$ cat src/rtl/clock_pkg.sv
// Shared definitions for the clock utilities (period meter, divider, ...).
package clock_pkg;

  // Default counter width for period / high-time measurement.
  localparam int CNT_W_DEF = 32;

  // Period-meter FSM states.
  typedef enum logic {
    ST_IDLE    = 1'b0,
    ST_MEASURE = 1'b1
  } state_e;

endpackage

$ cat src/rtl/sync_2ff.sv
// 1-bit double-flop synchronizer for asynchronous inputs, reset to 0.
module sync_2ff (
  input  logic clk_i,
  input  logic rst_i,
  input  logic d_i,
  output logic q_o
);

  logic s1_d, s1_q;
  logic s2_d, s2_q;

  // Next state: shift the input through two stages.
  always_comb begin
    s1_d = d_i;
    s2_d = s1_q;
  end

  // Synchronizer stages with synchronous reset.
  always_ff @(posedge clk_i) begin
    if (rst_i) begin
      s1_q <= 1'b0;
      s2_q <= 1'b0;
    end else begin
      s1_q <= s1_d;
      s2_q <= s2_d;
    end
  end

  assign q_o = s2_q;

endmodule

$ cat src/rtl/period_meter.sv
// Measures period and high time of a slow asynchronous signal in clk_i cycles
// and flags when the signal stops toggling.
module period_meter
  import clock_pkg::*;
#(
  parameter int CNT_W   = CNT_W_DEF,
  parameter int TIMEOUT = 1000000
) (
  input  logic             clk_i,
  input  logic             rst_i,
  input  logic             sig_i,
  output logic [CNT_W-1:0] period_o,
  output logic [CNT_W-1:0] high_o,
  output logic             valid_o,
  output logic             timeout_o
);

  // Counter value seen in the last cycle before the stall is declared.
  localparam logic [CNT_W-1:0] TO_LAST = CNT_W'(TIMEOUT - 1);
  localparam logic [CNT_W-1:0] CNT_MAX = '1;
  localparam logic [CNT_W-1:0] CNT_ONE = CNT_W'(1);

  logic s2;
  logic rise;

  state_e           state_d, state_q;
  logic             s3_d, s3_q;
  logic [CNT_W-1:0] cnt_d, cnt_q;
  logic [CNT_W-1:0] hcnt_d, hcnt_q;
  logic [CNT_W-1:0] period_d, period_q;
  logic [CNT_W-1:0] high_d, high_q;
  logic             valid_d, valid_q;
  logic             timeout_d, timeout_q;

  sync_2ff u_sync (
    .clk_i (clk_i),
    .rst_i (rst_i),
    .d_i   (sig_i),
    .q_o   (s2)
  );

  assign rise = s2 & ~s3_q;

  // Edge detect, counters, FSM next state and output updates.
  always_comb begin
    s3_d      = s2;
    state_d   = state_q;
    period_d  = period_q;
    high_d    = high_q;
    valid_d   = 1'b0;
    timeout_d = timeout_q;
    // Counters saturate rather than wrap; the timeout normally fires long before.
    cnt_d     = (cnt_q != CNT_MAX) ? cnt_q + CNT_ONE : cnt_q;
    hcnt_d    = (s2 && hcnt_q != CNT_MAX) ? hcnt_q + CNT_ONE : hcnt_q;
    if (rise) begin
      cnt_d  = CNT_ONE;
      hcnt_d = CNT_ONE;
    end
    unique case (state_q)
      ST_IDLE: begin
        // First edge only arms: there is no complete period yet.
        if (rise) begin
          state_d   = ST_MEASURE;
          timeout_d = 1'b0;
        end
      end
      ST_MEASURE: begin
        // A rise in the same cycle as the timeout condition wins.
        if (rise) begin
          period_d = cnt_q;
          high_d   = hcnt_q;
          valid_d  = 1'b1;
        end else if (cnt_q == TO_LAST) begin
          state_d   = ST_IDLE;
          timeout_d = 1'b1;
        end
      end
      default: state_d = ST_IDLE;
    endcase
  end

  // State and output registers.
  always_ff @(posedge clk_i) begin
    if (rst_i) begin
      state_q   <= ST_IDLE;
      s3_q      <= 1'b0;
      cnt_q     <= '0;
      hcnt_q    <= '0;
      period_q  <= '0;
      high_q    <= '0;
      valid_q   <= 1'b0;
      timeout_q <= 1'b0;
    end else begin
      state_q   <= state_d;
      s3_q      <= s3_d;
      cnt_q     <= cnt_d;
      hcnt_q    <= hcnt_d;
      period_q  <= period_d;
      high_q    <= high_d;
      valid_q   <= valid_d;
      timeout_q <= timeout_d;
    end
  end

  assign period_o  = period_q;
  assign high_o    = high_q;
  assign valid_o   = valid_q;
  assign timeout_o = timeout_q;

endmodule

$ cat config.mk
export PLATFORM = sky130hd
export DESIGN_NAME = period_meter
export DESIGN_NICKNAME = d
export VERILOG_FILES = /design/src/rtl/clock_pkg.sv /design/src/rtl/sync_2ff.sv /design/src/rtl/period_meter.sv
export SDC_FILE = /design/constraint.sdc
export NUM_CORES = 1
export LEC_CHECK = 0
export BUFFER_PORTS_ARGS = -buffer_cell sky130_fd_sc_hd__buf_2
export CAP_MARGIN = 0
export CORE_AREA = 2 2 100 102
export DETAILED_ROUTE_END_ITERATION = 6
export DIE_AREA = 0 0 102 104
export PLACE_DENSITY = 0.9
export SYNTH_ARGS = -nofsm -noshare
export SYNTH_HDL_FRONTEND = slang
export SYNTH_HIERARCHICAL = 1
export SYNTH_SLANG_ARGS = --single-unit
$ cat constraint.sdc
create_clock -name clk_i -period 5.95 [get_ports clk_i]
set_input_delay 1.19 -clock clk_i [delete_from_list [all_inputs] [get_ports clk_i]]
set_output_delay 1.19 -clock clk_i [all_outputs]
set_load 0.01 [all_outputs]
* Word level (Yosys, flattened, before mapping)
Cells that the tools add are included.
W data, S select, Z words.
** Word-level totals
- Logic and storage cells :: 42
- Bits of input ports :: 3
- Output and inout port bits :: 66
- Register bits after elaboration :: 134
** Cells by class
- Equal/unequal tests :: 6
- Bitwise gates (word level) :: 3
- Add/subtract/negate cells :: 2
- Reductions and logical operators :: 7
- Multiplexer cells :: 12
** Operators by type and width (count)
- $add A32 B1 Y32 const B :: 2
- $ne A32 B32 Y1 const B :: 2
- $eq A32 B20 Y1 const B :: 1
- $mux W1 :: 10
- $ne A2 B2 Y1 const B :: 2
- $pmux W1 S2 :: 2
- $reduce_bool A2 Y1 :: 2
- $reduce_or A2 Y1 :: 2
- $reduce_and A3 Y1 :: 1
- $ne A2 B1 Y1 const B :: 1
- $not A1 Y1 :: 2
- $reduce_and A2 Y1 :: 1
- $and A1 B1 Y1 :: 1
- $logic_and A1 B1 Y1 :: 1

* Depth between registers and ports, before layout
- Depth in word-level cells :: 4
- Depth in mapped cells :: 8
- Mapped depth without buffers :: 6

* Modules after synthesis
The synthesis kept the hierarchy.
** By module, submodules not included
- period_meter :: cells an instance 704, times used 1, sequential area each 2642.5 µm², area an instance 5708.0 µm²
- sync_2ff :: cells an instance 4, times used 1, sequential area each 40.0 µm², area an instance 52.6 µm²

* Worst setup path before layout
Ideal clock, no wire load.
- Path type :: input to register
- Start point :: in rst_i
- End point :: reg cnt_q[30]
- Cell stages on the path :: 5
- Setup time :: 0.128 ns
- Slack :: 3.616 ns
- Path buffers :: 3
- Required time :: 5.822 ns
- Arrival :: 2.206 ns
- Cell sequence :: nand2b_1 clkbuf_1 buf_1 buf_1 nor2_1
** Between the ends
- Cells in the longest elaborated chain, start to end :: 1
** Ends and longest elaborated chain
- start: declaration :: RTL line period_meter.sv:10 : input logic rst_i,
- $reduce_or A2 Y1 (no source line)
- end signal: assignment :: RTL line period_meter.sv:96 : cnt_q <= cnt_d;
- end: declaration :: RTL line period_meter.sv:28 : logic [CNT_W-1:0] cnt_d, cnt_q;
No other way between the ends.
A chain may end at the register's enable or synchronous reset.

* Final worst setup path
- Start point :: in rst_i
- End point :: reg hcnt_q[13]
** Between the ends
- Cells in the longest elaborated chain, start to end :: 1
** Ends and longest elaborated chain
- $reduce_or A2 Y1 (no source line)
- end signal: assignment :: RTL line period_meter.sv:97 : hcnt_q <= hcnt_d;
- end: declaration :: RTL line period_meter.sv:29 : logic [CNT_W-1:0] hcnt_d, hcnt_q;
No other way between the ends.

==> results.py <==
metrics = {
    "floorplanning": {
        "rows": 36,
        "core_area_um2": 9550,
        "die-area_um2": 10600,
        "num_io_pins": 69,
        "start_util_pct": 60.3,
        "die_x_um": 102,
        "die_h_um": 104,
    },
    "timing": {
        "period_needed_ns": 2.89,
        "tightestPinTransition_ns": 1.16,
        "slew_viol_final": 0,
        "setup_ws_ns": 3.06,
        "setup_violations": 0,
        "hold_violations": 0,
        "finClkSkew_ns": 0.00643,
        "max_freq_mhz": 346,
        "period_share_pct": 48.6,
        "tns_ns": 0,
        "slew_headroom_pct": 22.4,
        "rsz0062_at_grt": "false",
    },
    "power_and_ir_drop": {
        "p_clk_share_pct": 53.5,
        "p_per_area_nw_per_um2": 300,
        "seq_power_share_pct": 44.8,
        "internal-power_mw": 1.61,
        "p_leak_nw": 2.43,
        "comb_power_share_pct": 1.7,
        "swShare_pct": 20.5,
        "power_switching_uw": 415,
        "vdd_drop_max_uv": 185,
    },
    "setup_path": {
        "rr_worst_depth": 6,
        "crit_arrival_ns": 3.32,
        "worstPathRequired_ns": 6.37,
        "cp_slowest_stage_delay_ns": 1.02,
        "critical_path_class": "primary input to register",
        "crit_chain": "buf_2 > buf_4 > nand2b_2 > nor2_1 > a31o_2",
        "end_kind": "register",
        "timing.critical_path.buf_inv": 2,
        "cp.depth": 5,
        "cp-start-kind": "primary input",
        "crit_family": "simple AND/OR/NAND/NOR gates",
        "crit_fanout": 76,
        "crit_path_top_delay_cell": "nand2b_2",
    },
    "routing": {
        "vias": 5345,
        "drtIter0Drc": 357,
        "ant_nets": 0,
        "drt-vias-per-instance": 5.95,
        "drc": 0,
        "maxUsedRoutingLayer": "met4",
        "wl_met3_um": 927,
        "wl_met2_um": 6430,
        "dr.pass1.iters": 5,
        "wirelength_um": 13700,
        "routedLengthMet1_um": 6000,
        "avgRoutedWirePerCell_um": 15.3,
    },
    "placed_design": {
        "gp_congestion": 0.927,
        "dpl_worst_slack_ns": 2.58,
        "postPlaceCellArea_um2": 6110,
        "io_buffers": 68,
        "dp_hpwl_um": 8720,
    },
    "logic_synthesis": {
        "ys_async_sr_fraction_pct": 0,
        "ys_warn_count": 6,
        "syn-num-nets": 713,
        "synth_cell_types": 60,
        "netlist_instances": 708,
        "synth_area_um2": 5760,
        "yosys_most_used_dff": "dfxtp_1",
        "avgSynthCellArea_um2": 8.14,
        "ys_ff_latch": 134,
        "ys_seq_area_share_pct": 46.6,
        "synth-edff-count": 0,
    },
    "layout": {
        "nets": 759,
        "n_fill_cell": 712,
        "drive_above_1_share_pct": 16.1,
        "antenna-diode-count": 0,
        "finish.instance_area_um2": 6730,
        "syn2layout_area_growth_pct": 16.9,
    },
    "clocking": {
        "path_clk_slew_ns": 0.06,
        "clock_latency_ns": 0.53,
        "cts_buffers": 17,
        "cts_resized": 0,
        "clock_sinks": 134,
        "cts_max_path_buffers": 2,
        "cts_max_level": 4,
        "cts_tree": "built",
        "cts_setup_buffers": 0,
        "cts-root-buf": "clkbuf_8",
        "cts_hold_buf": 0,
    },
    "min_path": {
        "holdPathStages": 1,
        "hold_class": "register to register",
    },
    "global_routing": {
        "first_global_vias": 4894,
        "grt_max_degree": 77,
        "grtUsageTotal_pct": 26.2,
        "overflow": 0,
        "antenna_found_initial": 0,
        "grt_pass1_wl_um": 22600,
    },
    "status": {
        "status": "complete, no violations",
    },
    "flow_run": {
        "cap_violations": 0,
    },
}
## cells in the mapped netlist, types with 2 or more instances
| library cell | instances | area (µm²) |
|---|---|---|
| nand3_1 | 16 | 80.1 |
| ha_1 | 2 | 25.0 |
| and2_1 | 4 | 25.0 |
| or3_1 | 15 | 93.8 |
| inv_1 | 6 | 22.5 |
| a311oi_1 | 2 | 17.5 |
| o31ai_1 | 8 | 60.1 |
| xor2_1 | 12 | 105 |
| buf_2 | 5 | 25.0 |
| a21oi_1 | 90 | 450 |
| nand2b_1 | 2 | 12.5 |
| or4_1 | 12 | 90.1 |
| a211oi_1 | 5 | 37.5 |
| dfxtp_1 | 134 | 2680 |
| nor3_1 | 7 | 35.0 |
| nand2_1 | 170 | 638 |
| nand4_1 | 24 | 150 |
| and3_1 | 7 | 43.8 |
| nor2_1 | 45 | 169 |
| nor2b_1 | 5 | 31.3 |
| buf_1 | 3 | 11.3 |
| a31o_2 | 5 | 43.8 |
| clkbuf_1 | 33 | 124 |
| o211ai_1 | 5 | 37.5 |
| nor4_1 | 8 | 50.1 |
| a41o_1 | 2 | 20.0 |
| o21ai_0 | 15 | 75.1 |
| nand4_2 | 2 | 25.0 |
| nor4b_1 | 2 | 17.5 |
| a31oi_1 | 7 | 43.8 |
| mux2i_1 | 3 | 30.0 |
| o2111ai_1 | 2 | 17.5 |
| o21a_1 | 2 | 15.0 |
| and4_1 | 9 | 78.8 |
| xnor2_1 | 14 | 123 |
## kinds of logic (layout without fill, tap and decap cells)
kind of cell	Yosys count	count (layout)	synth area share [%]
AOI/OAI and AO/OA	152	152	15.5
xor gates and xnor gates	26	26	3.95
adders and majority gates	2	2	0.434
buffers and inverters	50	108	3.58
DFF	134	134	46.6
muxes	3	3	0.521
and+or+nand+nor	341	341	29.5
## area by class of cell
type | count | area [µm²] | share of cell area, %
timing repair buffer | 71 | 363 | 5.39
clock buffer | 19 | 442 | 6.56
clock inverter | 12 | 178 | 2.64
sequential | 134 | 2680 | 39.9
tap | 133 | 166 | 2.47
multi-input combinational | 524 | 2880 | 42.8
inverter | 6 | 22.5 | 0.335
## cell usage in the layout, fill, tap and decap left out, drive strengths merged, types with 2 or more instances in the layout
master	Yosys	routed
and3	7	7
clkinvlp	0	4
inv	6	6
nand4	26	26
a211oi	5	5
a311oi	2	2
xnor2	14	14
nor3	8	8
a31oi	7	7
or4	13	13
nand2b	2	2
xor2	12	12
clkbuf	34	19
dfxtp	134	134
and4	10	10
a41o	2	2
nor4	10	10
a31o	5	5
or3	16	16
nand3	17	17
or2	2	2
o21a	2	2
buf	10	71
ha	2	2
o2111ai	2	2
o31ai	8	8
nand2	170	170
o21ai	16	16
nor2	45	45
nor4b	3	3
clkinv	0	4
a21oi	90	90
o211ai	5	5
and2	4	4
nor2b	5	5
bufinv	0	4
mux2i	3	3
## power by group through the flow
stage               sequential [mW]  combinational, mW  clock, mW
floorplan                     0.924             0.0257          0
global placement              0.925             0.0308          0
detailed placement            0.926             0.0329          0
CTS                           0.906             0.0331       1.09
global route                  0.907             0.0374       1.13
finish                        0.906             0.0335       1.08
## routing by layer
layer | global-route usage [%] | up-vias
met3 | 5.91 | 41
met1 | 34.9 | 2459
met2 | 39.9 | 249
li1 | - | 2596
met5 | 0 | -
met4 | 12.9 | 0
## registers in the layout (all words and copies together), names as in the netlist
register and flops:
s3_q 1, high_o 32, hcnt_q 32, timeout_o 1, valid_o 1, period_o 32, state_q 1, u_sync/q_o 1
cnt_q 32, u_sync/s1_q 1
## worst paths after layout
check | start | endpoint | slack [ns]
worst min register to register | u_sync/s1_q | u_sync/q_o | 0.44
worst max-delay path | rst_i | hcnt_q[13] | 3.06
worst max register to register | hcnt_q[0] | hcnt_q[30] | 3.27
worst min-delay path | u_sync/s1_q | u_sync/q_o | 0.44
## per-stage QoR
step	util (%)	std cells	power (mW)	hold slack [ns]
4_1_cts	70.5	899	2.03	0.447
3_5_place_dp	64.0	868	0.958	0.432
6_report	70.5	899	2.02	0.443
5_1_grt	70.5	899	2.07	0.464
3_3_place_gp	64.0	868	0.956	0.421
2_1_floorplan	-	708	0.949	0.414
## worst register-to-register path, cell delays in order, from the launching register on
cell,delay (ns)
dfxtp_1,0.47
ha_1,0.24
nand4_1,0.16
nor3_1,0.84
nand3_1,0.30
or4_1,0.53
nand2_1,0.08
Power figures use the tool's default switching activity.
